File: config.mk
export PLATFORM = sky130hd
export DESIGN_NAME = comparator_6bit
export DESIGN_NICKNAME = d
export VERILOG_FILES = /design/src/rtl/comparator_6bit.sv
export SDC_FILE = /design/constraint.sdc
export NUM_CORES = 1
export LEC_CHECK = 0
export BUFFER_PORTS_ARGS = -buffer_cell sky130_fd_sc_hd__buf_2
export CORE_AREA = 2 2 39 41
export DETAILED_ROUTE_END_ITERATION = 10
export DIE_AREA = 0 0 41 43
export PLACE_DENSITY_LB_ADDON = 0.1
export RECOVER_POWER = 100
export SKIP_CTS_REPAIR_TIMING = 1
export SYNTH_ARGS = -nofsm -noshare
export SYNTH_HDL_FRONTEND = slang
export SYNTH_SLANG_ARGS = --single-unit
File: constraint.sdc
create_clock -name clk -period 1.6 [get_ports clk]
set_input_delay 0.08 -clock clk [delete_from_list [all_inputs] [get_ports clk]]
set_output_delay 0.08 -clock clk [all_outputs]
set_load 0.03 [all_outputs]
File: src/rtl/comparator_6bit.sv
// comparator_6bit: registered magnitude comparator for two WIDTH-bit operands.
// The compare is an MSB-first cascade of per-bit greater/equal terms. In signed
// mode the MSB "greater" term is swapped, because a set sign bit marks the
// smaller value. Result flags and out_valid are registered, so latency is one cycle.
//
// Valid semantics (there is no ready, so the block never stalls): a, b and
// signed_mode are consumed on every rising clk where rst_n=1 and in_valid=1.
// out_valid is in_valid delayed by one cycle. eq/gt/lt keep their last
// qualified result while in_valid=0. Reset clears all four outputs and drops
// any pair presented in the same cycle.
module comparator_6bit #(
  parameter int WIDTH     = 6,
  parameter bit SIGNED_EN = 1'b1
) (
  input  logic             clk,
  input  logic             rst_n,
  input  logic [WIDTH-1:0] a,
  input  logic [WIDTH-1:0] b,
  input  logic             in_valid,
  input  logic             signed_mode,
  output logic             eq,
  output logic             gt,
  output logic             lt,
  output logic             out_valid
);

  // signed_mode has no effect when signed support is compiled out
  logic signed_eff;
  assign signed_eff = SIGNED_EN & signed_mode;

  // Per-bit terms: bit_gt[i] means a wins at bit i; bit_eq[i] means the bits match
  logic [WIDTH-1:0] bit_gt;
  logic [WIDTH-1:0] bit_eq;

  // Cascade chain. Index WIDTH is the seed above the MSB, and index 0 holds the final result.
  logic [WIDTH:0] gt_chain;
  logic [WIDTH:0] eq_chain;

  assign gt_chain[WIDTH] = 1'b0;
  assign eq_chain[WIDTH] = 1'b1;

  for (genvar i = 0; i < WIDTH; i++) begin : g_bit
    if (i == WIDTH - 1) begin : g_msb
      // Sign bit: in two's complement, a 0 beats a 1
      assign bit_gt[i] = signed_eff ? (~a[i] & b[i]) : (a[i] & ~b[i]);
    end else begin : g_low
      assign bit_gt[i] = a[i] & ~b[i];
    end
    assign bit_eq[i] = ~(a[i] ^ b[i]);

    // a is greater once all higher bits match and this bit favours a
    assign gt_chain[i] = gt_chain[i+1] | (eq_chain[i+1] & bit_gt[i]);
    assign eq_chain[i] = eq_chain[i+1] & bit_eq[i];
  end

  logic cmp_eq;
  logic cmp_gt;
  logic cmp_lt;

  assign cmp_eq = eq_chain[0];
  assign cmp_gt = gt_chain[0];
  assign cmp_lt = ~cmp_eq & ~cmp_gt;

  // Output register: reset clears everything, a qualified pair loads the flags, otherwise hold
  always_ff @(posedge clk) begin
    if (!rst_n) begin
      eq        <= 1'b0;
      gt        <= 1'b0;
      lt        <= 1'b0;
      out_valid <= 1'b0;
    end else begin
      out_valid <= in_valid;
      if (in_valid) begin
        eq <= cmp_eq;
        gt <= cmp_gt;
        lt <= cmp_lt;
      end
    end
  end

endmodule

==> results of run 1 <==
## per-layer routing
metal | wire length, um | share of wire [%] | up-vias
met5 | 0 | 0 | -
met2 | 292 | 47 | 12
li1 | - | - | 170
met3 | 42 | 6.7 | 2
met4 | 8 | 1.3 | 0
met1 | 280 | 45 | 141
## through the flow
stage / hold slack, ns / power [uW] / setup WS, ns / instances / area (um^2)
2_1_floorplan: 0.2017 / 164.1 / 0.5762 / 36 / 319.1
3_3_place_gp: 0.3443 / 199.7 / 0.3941 / 71 / 434.2
3_5_place_dp: 0.3471 / 198.9 / 0.4190 / 71 / 434.2
4_1_cts: 0.1009 / 329.6 / 0.6637 / 74 / 456.7
5_1_grt: 0.1014 / 347.1 / 0.5667 / 74 / 449.2
6_report: 0.1035 / 317.0 / 0.6309 / 74 / 449.2
## final cells by class
class / count / area (um^2) / area share (%)
multi-input combinational: 23 / 203.9 / 45.40
sequential: 4 / 80.08 / 17.83
tap: 16 / 20.02 / 4.457
clock buffer: 3 / 22.52 / 5.014
inverter: 9 / 33.78 / 7.521
timing repair buffer: 19 / 88.84 / 19.78
## power by group through the flow
| stage | combinational, uW | sequential [uW] | clock [uW] |
|---|---|---|---|
| CTS | 88.9 | 109 | 132 |
| global route | 95.5 | 109 | 142 |
| finish | 83.0 | 109 | 125 |
| global placement | 89.5 | 110 | 0 |
| detailed placement | 88.6 | 110 | 0 |
| floorplan | 41.7 | 122 | 0 |
## registers in the layout, summed over array words and instances, names as in the netlist
name       count
eq             1
gt             1
lt             1
out_valid      1
## cells in the final DEF, fill, tap and decap left out, drive strengths merged
master,count
nand3b,1
dfxtp,4
a21oi,4
o221a,1
o31ai,1
nand2b,1
and4,1
a31o,1
o211ai,1
nand3,2
and2,1
buf,14
clkbuf,8
ha,7
nand4,1
mux2i,1
inv,9
## worst paths after layout
| path | to | slack (ns) | cells after the start | start |
|---|---|---|---|---|
| worst max register to register | gt | 0.94 | 1 | gt |
| worst min register to register | eq | 0.47 | 2 | eq |
| worst min-delay path | out_valid | 0.10 | 2 | rst_n |
| worst max-delay path | lt | 0.63 | 5 | a[4] |
## cell families after synthesis
logic type               synth area share, %
adder cells (fa/ha/maj)                27.45
AND/OR/NAND/NOR                        14.91
buffers and inverters                  10.59
flip-flops                             25.10
AO/OA/AOI/OAI                          18.82
multiplexers                           3.137
## critical path, cell delays in order
cell and delay (ns):
buf_2 0.10, ha_1 0.31, and4_2 0.25, a31o_1 0.22
o31ai_2 0.16
==> metrics.txt, run 1 <==
layer with the highest usage=met2; Yosys reg bits=4; routed vias/inst=4.392; final WL=623 um; DPL Wire Length=546.9 um; Die Area=1763 um^2; Rel. slew slack=75.95%; Inserted Clock Buffers=3; Worst-path clk slew=0.04 ns; clock share of power=39.4%; clock skew=0 ns; Internal Pwr Total=228.0 uW; vias in the first global route=288; layout cells sized above 1=34.48%; Critical Path RT=1.75 ns; outcome=finished clean; crit start category=input port; CTS sink count=4; worst-case clock buffer depth=2; die width=41 um; Flop pwr share=34.4%; Logic pwr share=26.2%; vias=325; Seq/Total Area, Yosys=25.10%; Ports=20; Iter 0 DRT Violations=3; global-route wire length before repair=1021 um; Setup TNS=0 ns; initial antenna violation count=0; post-synth top area cell=ha_1; hold crit path type=in -> reg; cell area after synthesis=319.1 um^2; max cap viols=0; Nets=83; H-tree lvl count=1; RSZ-0062 raised after global routing=false; CTS root buffer=clkbuf_4; gpl congestion=0.6196; distinct cell type count of the synthesized netlist=15; sw power=88.96 uW; Initial Util=23.06%; Rows=14; Core Region=1384 um^2; f_max=1032 MHz; largest net degree at the start of global routing=7; share of the synthesized area in the top cell type=27.45%; worst setup path class=in -> reg; EDFF count, synth=0; Least-Margin Pin Slew=0.3624 ns; Synth Instances=36; syn_area_per_cell=8.863 um^2; area delta synth->final=40.78%; Wirelength per Cell=8.419 um; Worst-Skew Late Latency=0.23 ns; M3 GR Usage=1.571%; post-synth net total=59; top cells by count, synth=9 x inv_1, 7 x ha_1, 4 x a21oi_1, 4 x dfxtp_1, 2 x nand3_1; Period minus WS final=0.9691 ns; Async S/R FF share, synth=0%; GR Overflow Total=0; Peak VDD IR=0.1207 mV; Main synth FF type=dfxtp_1; DRC Markers=0; antenna fix cells=0; Synth area leaders=ha_1 27%, dfxtp_1 25%, inv_1 11%; met1 usage=11.15%; Tcrit/Tclk final=60.57%; Static Leak=0.0002428 uW; Worst Setup End Kind=register; top-count cell post-synth=inv_1; Die Y=43 um; IO Port Bufs=19; PwrDens=705.7 nW/um^2; count of final setup violators=0; gr usage total=8.609%; fin. max-slew vios=0; 1st-pass router iterations=2; Switching Share=28.06%; CTS tree=done; final hold vios=0; crit path DAT=1.12 ns; # fillers=159; final core utilization=32.46%; YS warnings=0; Final ANT Viol Nets=0; met2 usage=11.25%; critical-path maximum fanout=3
No activity file was read; power rests on OpenSTA's default activity.
==> run 2, diff against run 1 <==
==> constraint.sdc (replaced) <==
create_clock -name clk -period 0.9 [get_ports clk]
set_input_delay 0.045 -clock clk [delete_from_list [all_inputs] [get_ports clk]]
set_output_delay 0.045 -clock clk [all_outputs]
set_load 0.03 [all_outputs]
==> run 2 against run 1 <==
Net effect:
- via count is 0.92% lower
- sequential cell count stayed put
- critical path depth stayed put
- sequential share of layout area is 3.0 points lower
- clock skew stayed put
==> metrics.txt, run 2 (synthesis results as in run 1) <==
outcome=finished clean (unchanged); max cap viols=0 (unchanged); Pwr Total=613.4 uW (was 317.0 uW); final WL=642 um (was 623 um); crit path DAT=0.97 ns (was 1.12 ns); PwrDens=1135 nW/um^2 (was 705.7 nW/um^2); Switching Share=28.86% (was 28.06%); Buf/Inv on CP=1 (unchanged); largest net degree at the start of global routing=7 (unchanged); Flop pwr share=31.5% (was 34.4%); IO Port Bufs=19 (unchanged); layout cells sized above 1=62.07% (was 34.48%); Rows=14 (unchanged); f_max=1222 MHz; die width=41 um (unchanged); routed vias/inst=4.351 (was 4.392); gr usage total=10.22% (was 8.609%); sw power=177.0 uW (was 88.96 uW); most common cell after layout, fill and taps aside=buf_2 (unchanged); Nets=83 (unchanged); FF+latch area=80.08 um^2 (unchanged); worst-case clock buffer depth=2 (unchanged); Internal Pwr Total=436.4 uW (was 228.0 uW); crit start category=input port (unchanged); CTS sink count=4 (unchanged); fin area=540.5 um^2 (was 449.2 um^2); final core utilization=39.06% (was 32.46%); GR Overflow Total=0 (unchanged); H-tree lvl count=1 (unchanged); Final ANT Viol Nets=0 (unchanged); Final Non-Filler Cells=74 (unchanged); r2r endpoint=gt (unchanged); Static Leak=0.0002533 uW (was 0.0002428 uW); antenna fix cells=0 (unchanged); vias in the first global route=320 (was 288); Die Y=43 um (unchanged); hold wc startpoint=rst_n (unchanged); global-route wire length before repair=1214 um (was 1021 um); placed cells=71 (unchanged); 1st-pass router iterations=4 (was 2); hold endpoint=eq (was out_valid); critical-path maximum fanout=3 (unchanged); Top Family by Delay on Critical Path=compound AO/OA/AOI/OAI gates (unchanged); Worst-path clk slew=0.04 ns (about the same); CTS root buffer=clkbuf_4 (unchanged); count of final setup violators=0 (unchanged); Wirelength per Cell=8.676 um (was 8.419 um); CTS tree=done (unchanged); worst setup path class=in -> reg (unchanged); clock skew=0 ns (unchanged); final hold vios=0 (unchanged); Multi-input gate area=287.8 um^2 (was 203.9 um^2); Worst-Skew Late Latency=0.23 ns (about the same); vias=322 (was 325); hold_ws=0.08678 ns (was 0.1035 ns); Least-Margin Pin Slew=0.2445 ns (was 0.3624 ns); fin. max-slew vios=0 (unchanged); Initial Util=23.06% (unchanged); R2R depth=1 (unchanged); area delta synth->final=69.41% (was 40.78%); Iter 0 DRT Violations=7 (was 3); CP max stage delay=0.24 ns (was 0.31 ns); most frequent cells in the layout=13 x buf_2, 6 x ha_4, 5 x inv_1, 5 x clkbuf_2, 4 x dfxtp_1 (was 14 x buf_2, 9 x inv_1, 7 x ha_1); Logic pwr share=32.5% (was 26.2%); Tcrit/Tclk final=90.93%; Inserted Clock Buffers=3 (unchanged); Critical Path RT=1.05 ns (was 1.75 ns); Peak VDD IR=0.2444 mV (was 0.1207 mV); reg2reg start=gt (unchanged); Worst Setup End Kind=register (unchanged); RSZ-0062 raised after global routing=false (unchanged); Rel. slew slack=83.63% (was 75.95%); gpl congestion=0.6250 (was 0.6196); DRC Markers=0 (unchanged); clock share of power=35.9% (was 39.4%); Hold Crit Depth=3 (was 2); hold crit path type=in -> reg (unchanged); crit path max-delay cell type=ha_4 (was ha_1); Ports=20 (unchanged); # fillers=149 (was 159); Die Area=1763 um^2 (unchanged); flop2flop setup slack=0.24 ns (was 0.94 ns); Core Region=1384 um^2 (unchanged); initial antenna violation count=0 (unchanged); DPL Wire Length=572.6 um (was 546.9 um); Period minus WS final=0.8183 ns; crit-path cells=buf_2, ha_4, and4_4, a31o_1, o31ai_2 (was buf_2, ha_1, and4_2, a31o_1, o31ai_2); dpl cell area=511.7 um^2 (was 434.2 um^2)
run 2: changes by cell type in the layout (fill, tap and decap cells not counted), sizes merged:
| cell | delta |
|---|---|
| clkbuf | +1 |
| buf | -1 |
run 2: area by class of cell:
type                       count  area share [%]
timing repair buffer          19           17.36
sequential                     4           14.81
multi-input combinational     23           53.24
inverter                       9           6.713
tap                           16           3.704
clock buffer                   3           4.167
run 2: how the worst max path moves through the flow:
stage	start	to	slack [ns]	depth (start not counted)
after floorplan	b[3]	lt	0.0002	5
after global placement	a[4]	gt	-0.18	5
after detailed placement	a[4]	gt	-0.18	5
after CTS	a[4]	gt	0.06	5
after global routing	b[5]	gt	0.02	6
final	a[4]	lt	0.08	5
run 2: power groups by stage:
stage          combinational, uW  clock (uW)  sequential, uW
6_report                     200         220             193
2_1_floorplan               98.1           0             218
3_5_place_dp                 196           0             196
3_3_place_gp                 198           0             196
4_1_cts                      198         234             193
5_1_grt                      233         243             195
run 2: metrics by stage:
stage | worst slack [ns] | setup TNS, ns
6_report | 0.08166 | 0
2_1_floorplan | 0.0001922 | 0
3_5_place_dp | -0.1813 | -0.3708
4_1_cts | 0.06462 | 0
5_1_grt | 0.01524 | 0
3_3_place_gp | -0.1758 | -0.3521
run 2: metal layers:
layer  global-route usage, %  vias up  part of all wire, %
li1                        -      170                    -
met1                   13.10      141                   44
met2                   13.13       11                   47
met3                   3.665        0                  9.2
met4                   8.000        0                    0
met5                       0        -                    0
run 2: worst min-delay path, delay by kind of cell:
kind	cells	cell delay (ns)
compound gates	1	0.04
buf+inv	2	0.19
==> run 3, diff against run 2 <==
--- a/config.mk
+++ b/config.mk
@@ -5,6 +5,7 @@
 export SDC_FILE = /design/constraint.sdc
 export NUM_CORES = 1
 export LEC_CHECK = 0
+export ABC_AREA = 1
 export BUFFER_PORTS_ARGS = -buffer_cell sky130_fd_sc_hd__buf_2
 export CORE_AREA = 2 2 39 41
 export DETAILED_ROUTE_END_ITERATION = 10
==> run 3 against run 2 <==
Net effect:
- utilization increased by 1.3 points
- sequential power about the same
- non-clock buffer count unchanged
- first-iteration DRC count decreased by 43%
- setup slack got worse by 0.011 ns
- total power increased by 2.2%
- routed wire length decreased by 5.3%
- clock skew unchanged
- synthesized cell count increased by 39%
- critical endpoint unchanged
- highest routed layer unchanged
==> metrics.txt, run 3 <==
layout cells sized above 1=48.61% (was 62.07%); crit path DAT=0.95 ns (was 0.97 ns); top cells by count, synth=14 x inv_1, 10 x nand2_1, 7 x ha_1 (was 9 x inv_1, 7 x ha_1, 4 x a21oi_1, 4 x dfxtp_1, 2 x nand3_1); RSZ-0062 raised after global routing=true (was false); most frequent cells in the layout=11 x buf_2, 10 x inv_1, 9 x nand2_1 (was 13 x buf_2, 6 x ha_4, 5 x inv_1, 5 x clkbuf_2, 4 x dfxtp_1); final WL=608 um (was 642 um); routed vias/inst=3.932 (was 4.351); max cap viols=0 (unchanged); reg2reg start=eq (was gt); Rows=14 (unchanged); hold crit path type=in -> reg (unchanged); count of final setup violators=0 (unchanged); DRC Markers=0 (unchanged); Wirelength per Cell=6.909 um (was 8.676 um); Period minus WS final=0.8291 ns (was 0.8183 ns); top-count cell post-synth=inv_1 (unchanged); Seq/Total Area, Yosys=23.44% (was 25.10%); final hold vios=0 (unchanged); Least-Margin Pin Slew=0.2367 ns (was 0.2445 ns); Main synth FF type=dfxtp_1 (unchanged); global-route wire length before repair=1097 um (was 1214 um); IO Port Bufs=19 (unchanged); CTS root buffer=clkbuf_4 (unchanged); critical-path maximum fanout=3 (unchanged); antenna fix cells=0 (unchanged); post-synth top area cell=ha_1 (unchanged); Die Y=43 um (unchanged); dpl cell area=501.7 um^2 (was 511.7 um^2); Inserted Clock Buffers=3 (unchanged); R2R depth=2 (was 1); Yosys reg bits=4 (unchanged); largest net degree at the start of global routing=7 (unchanged); 1st-pass router iterations=3 (was 4); Async S/R FF share, synth=0% (unchanged); H-tree lvl count=1 (unchanged); Ports=20 (unchanged); initial antenna violation count=0 (unchanged); Static Leak=0.0003116 uW (was 0.0002533 uW); cell area after synthesis=341.6 um^2 (was 319.1 um^2); CTS tree=done (unchanged); fin area=558.0 um^2 (was 540.5 um^2); area delta synth->final=63.37% (was 69.41%); CTS sink count=4 (unchanged); Synth Instances=50 (was 36); Nets=97 (was 83); f_max=1206 MHz (was 1222 MHz); sw power=188.4 uW (was 177.0 uW); Initial Util=24.68% (was 23.06%); Iter 0 DRT Violations=4 (was 7); Die Area=1763 um^2 (unchanged); Flop pwr share=31.2% (was 31.5%); outcome=finished clean (unchanged); Logic pwr share=34.2% (was 32.5%); distinct cell type count of the synthesized netlist=12 (was 15); Worst-path clk slew=0.04 ns (about the same); flop2flop setup slack=0.28 ns (was 0.24 ns); r2r endpoint=eq (was gt); share of the synthesized area in the top cell type=25.64% (was 27.45%); crit start category=input port (unchanged); Rel. slew slack=84.22% (was 83.63%); gpl congestion=0.6148 (was 0.6250); Synth area leaders=ha_1 26%, dfxtp_1 23%, inv_1 15% (was ha_1 27%, dfxtp_1 25%, inv_1 11%); hold wc startpoint=rst_n (unchanged); post-synth net total=73 (was 59); gr usage total=9.209% (was 10.22%); Core Region=1384 um^2 (unchanged); vias in the first global route=310 (was 320); worst setup path class=in -> reg (unchanged); Worst-Skew Late Latency=0.23 ns (about the same); Setup TNS=0 ns (unchanged); Critical Path RT=1.02 ns (was 1.05 ns); GR Overflow Total=0 (unchanged); Tcrit/Tclk final=92.12% (was 90.93%); Hold Crit Depth=3 (unchanged); clock share of power=34.6% (was 35.9%); clock skew=0 ns (unchanged); hold endpoint=out_valid (was eq); fin. max-slew vios=0 (unchanged); vias=346 (was 322); die width=41 um (unchanged); Peak VDD IR=0.3316 mV (was 0.2444 mV); most common cell after layout, fill and taps aside=buf_2 (unchanged); syn_area_per_cell=6.832 um^2 (was 8.863 um^2); DPL Wire Length=538 um (was 572.6 um); Worst Setup End Kind=register (unchanged); Internal Pwr Total=438.3 uW (was 436.4 uW); EDFF count, synth=0 (unchanged); PwrDens=1123 nW/um^2 (was 1135 nW/um^2); YS warnings=0 (unchanged); Switching Share=30.06% (was 28.86%); worst-case clock buffer depth=2 (unchanged); Final ANT Viol Nets=0 (unchanged)
## run 3: cell types whose count changed after synthesis, sizes merged, moves of 2 or more
cell and change:
o21ai +3, nand3 +2, inv +6, a21oi -2, nor2 +5, nand2 +10
## run 3: cell type report
cell class                 count  area [um^2]
fill                         153        825.8
multi-input combinational     31        255.2
tap                           16        20.02
sequential                     4        80.08
timing repair buffer          19        116.4
clock buffer                   3        22.52
inverter                      15        63.81
## run 3: worst max path at each step
stage | startpoint | end | slack, ns | cells after the start
floorplan | a[5] | lt | -0.08 | 9
global placement | a[5] | lt | -0.29 | 10
detailed placement | a[5] | lt | -0.31 | 10
CTS | a[5] | lt | -0.06 | 10
global route | a[5] | lt | -0.006 | 10
finish | a[4] | lt | 0.07 | 9
## run 3: cell families after synthesis
kind of cell / Yosys count / synth area share [%]
AO/OA/AOI/OAI: 5 / 8.426
adder cells (fa/ha/maj): 7 / 25.64
buffers and inverters: 15 / 16.48
flip-flops: 4 / 23.44
AND/OR/NAND/NOR: 19 / 26.01
## run 3: worst max-delay path, cell delays in order
cell     delay [ns]
buf_2          0.11
ha_4           0.27
nand2_4        0.05
nor2_4         0.10
nand3_2        0.09
o21ai_2        0.13
inv_2          0.04
nand2_1        0.06
a21oi_1        0.05
## run 3: through the flow
stage / hold slack (ns) / worst slack, ns / util, % / total power [uW] / cells
3_3_place_gp: 0.2715 / -0.2925 / 36.26 / 399.0 / 85
4_1_cts: 0.03447 / -0.06142 / 37.88 / 627.4 / 88
6_report: 0.04078 / 0.07094 / 40.33 / 626.7 / 88
3_5_place_dp: 0.2758 / -0.3073 / 36.26 / 400.6 / 85
2_1_floorplan: 0.1385 / -0.07721 / - / 331.1 / 50
5_1_grt: 0.04934 / -0.006114 / 40.33 / 694.0 / 88
## run 3: power by group through the flow
stage          sequential, uW  clock (uW)  combinational (uW)
4_1_cts                   195         229                 204
5_1_grt                   197         253                 244
3_5_place_dp              197           0                 203
3_3_place_gp              198           0                 201
2_1_floorplan             223           0                 108
6_report                  195         217                 214
## run 3: layer usage
layer / share of wire (%) / GRT usage (%) / vias to the layer above / wire length, um
met4: 0 / 8.000 / 0 / 0
li1: - / - / 195 / -
met1: 44 / 10.19 / 143 / 270
met5: 0 / 0 / - / 0
met3: 6.1 / 2.094 / 0 / 37
met2: 49 / 13.75 / 8 / 300
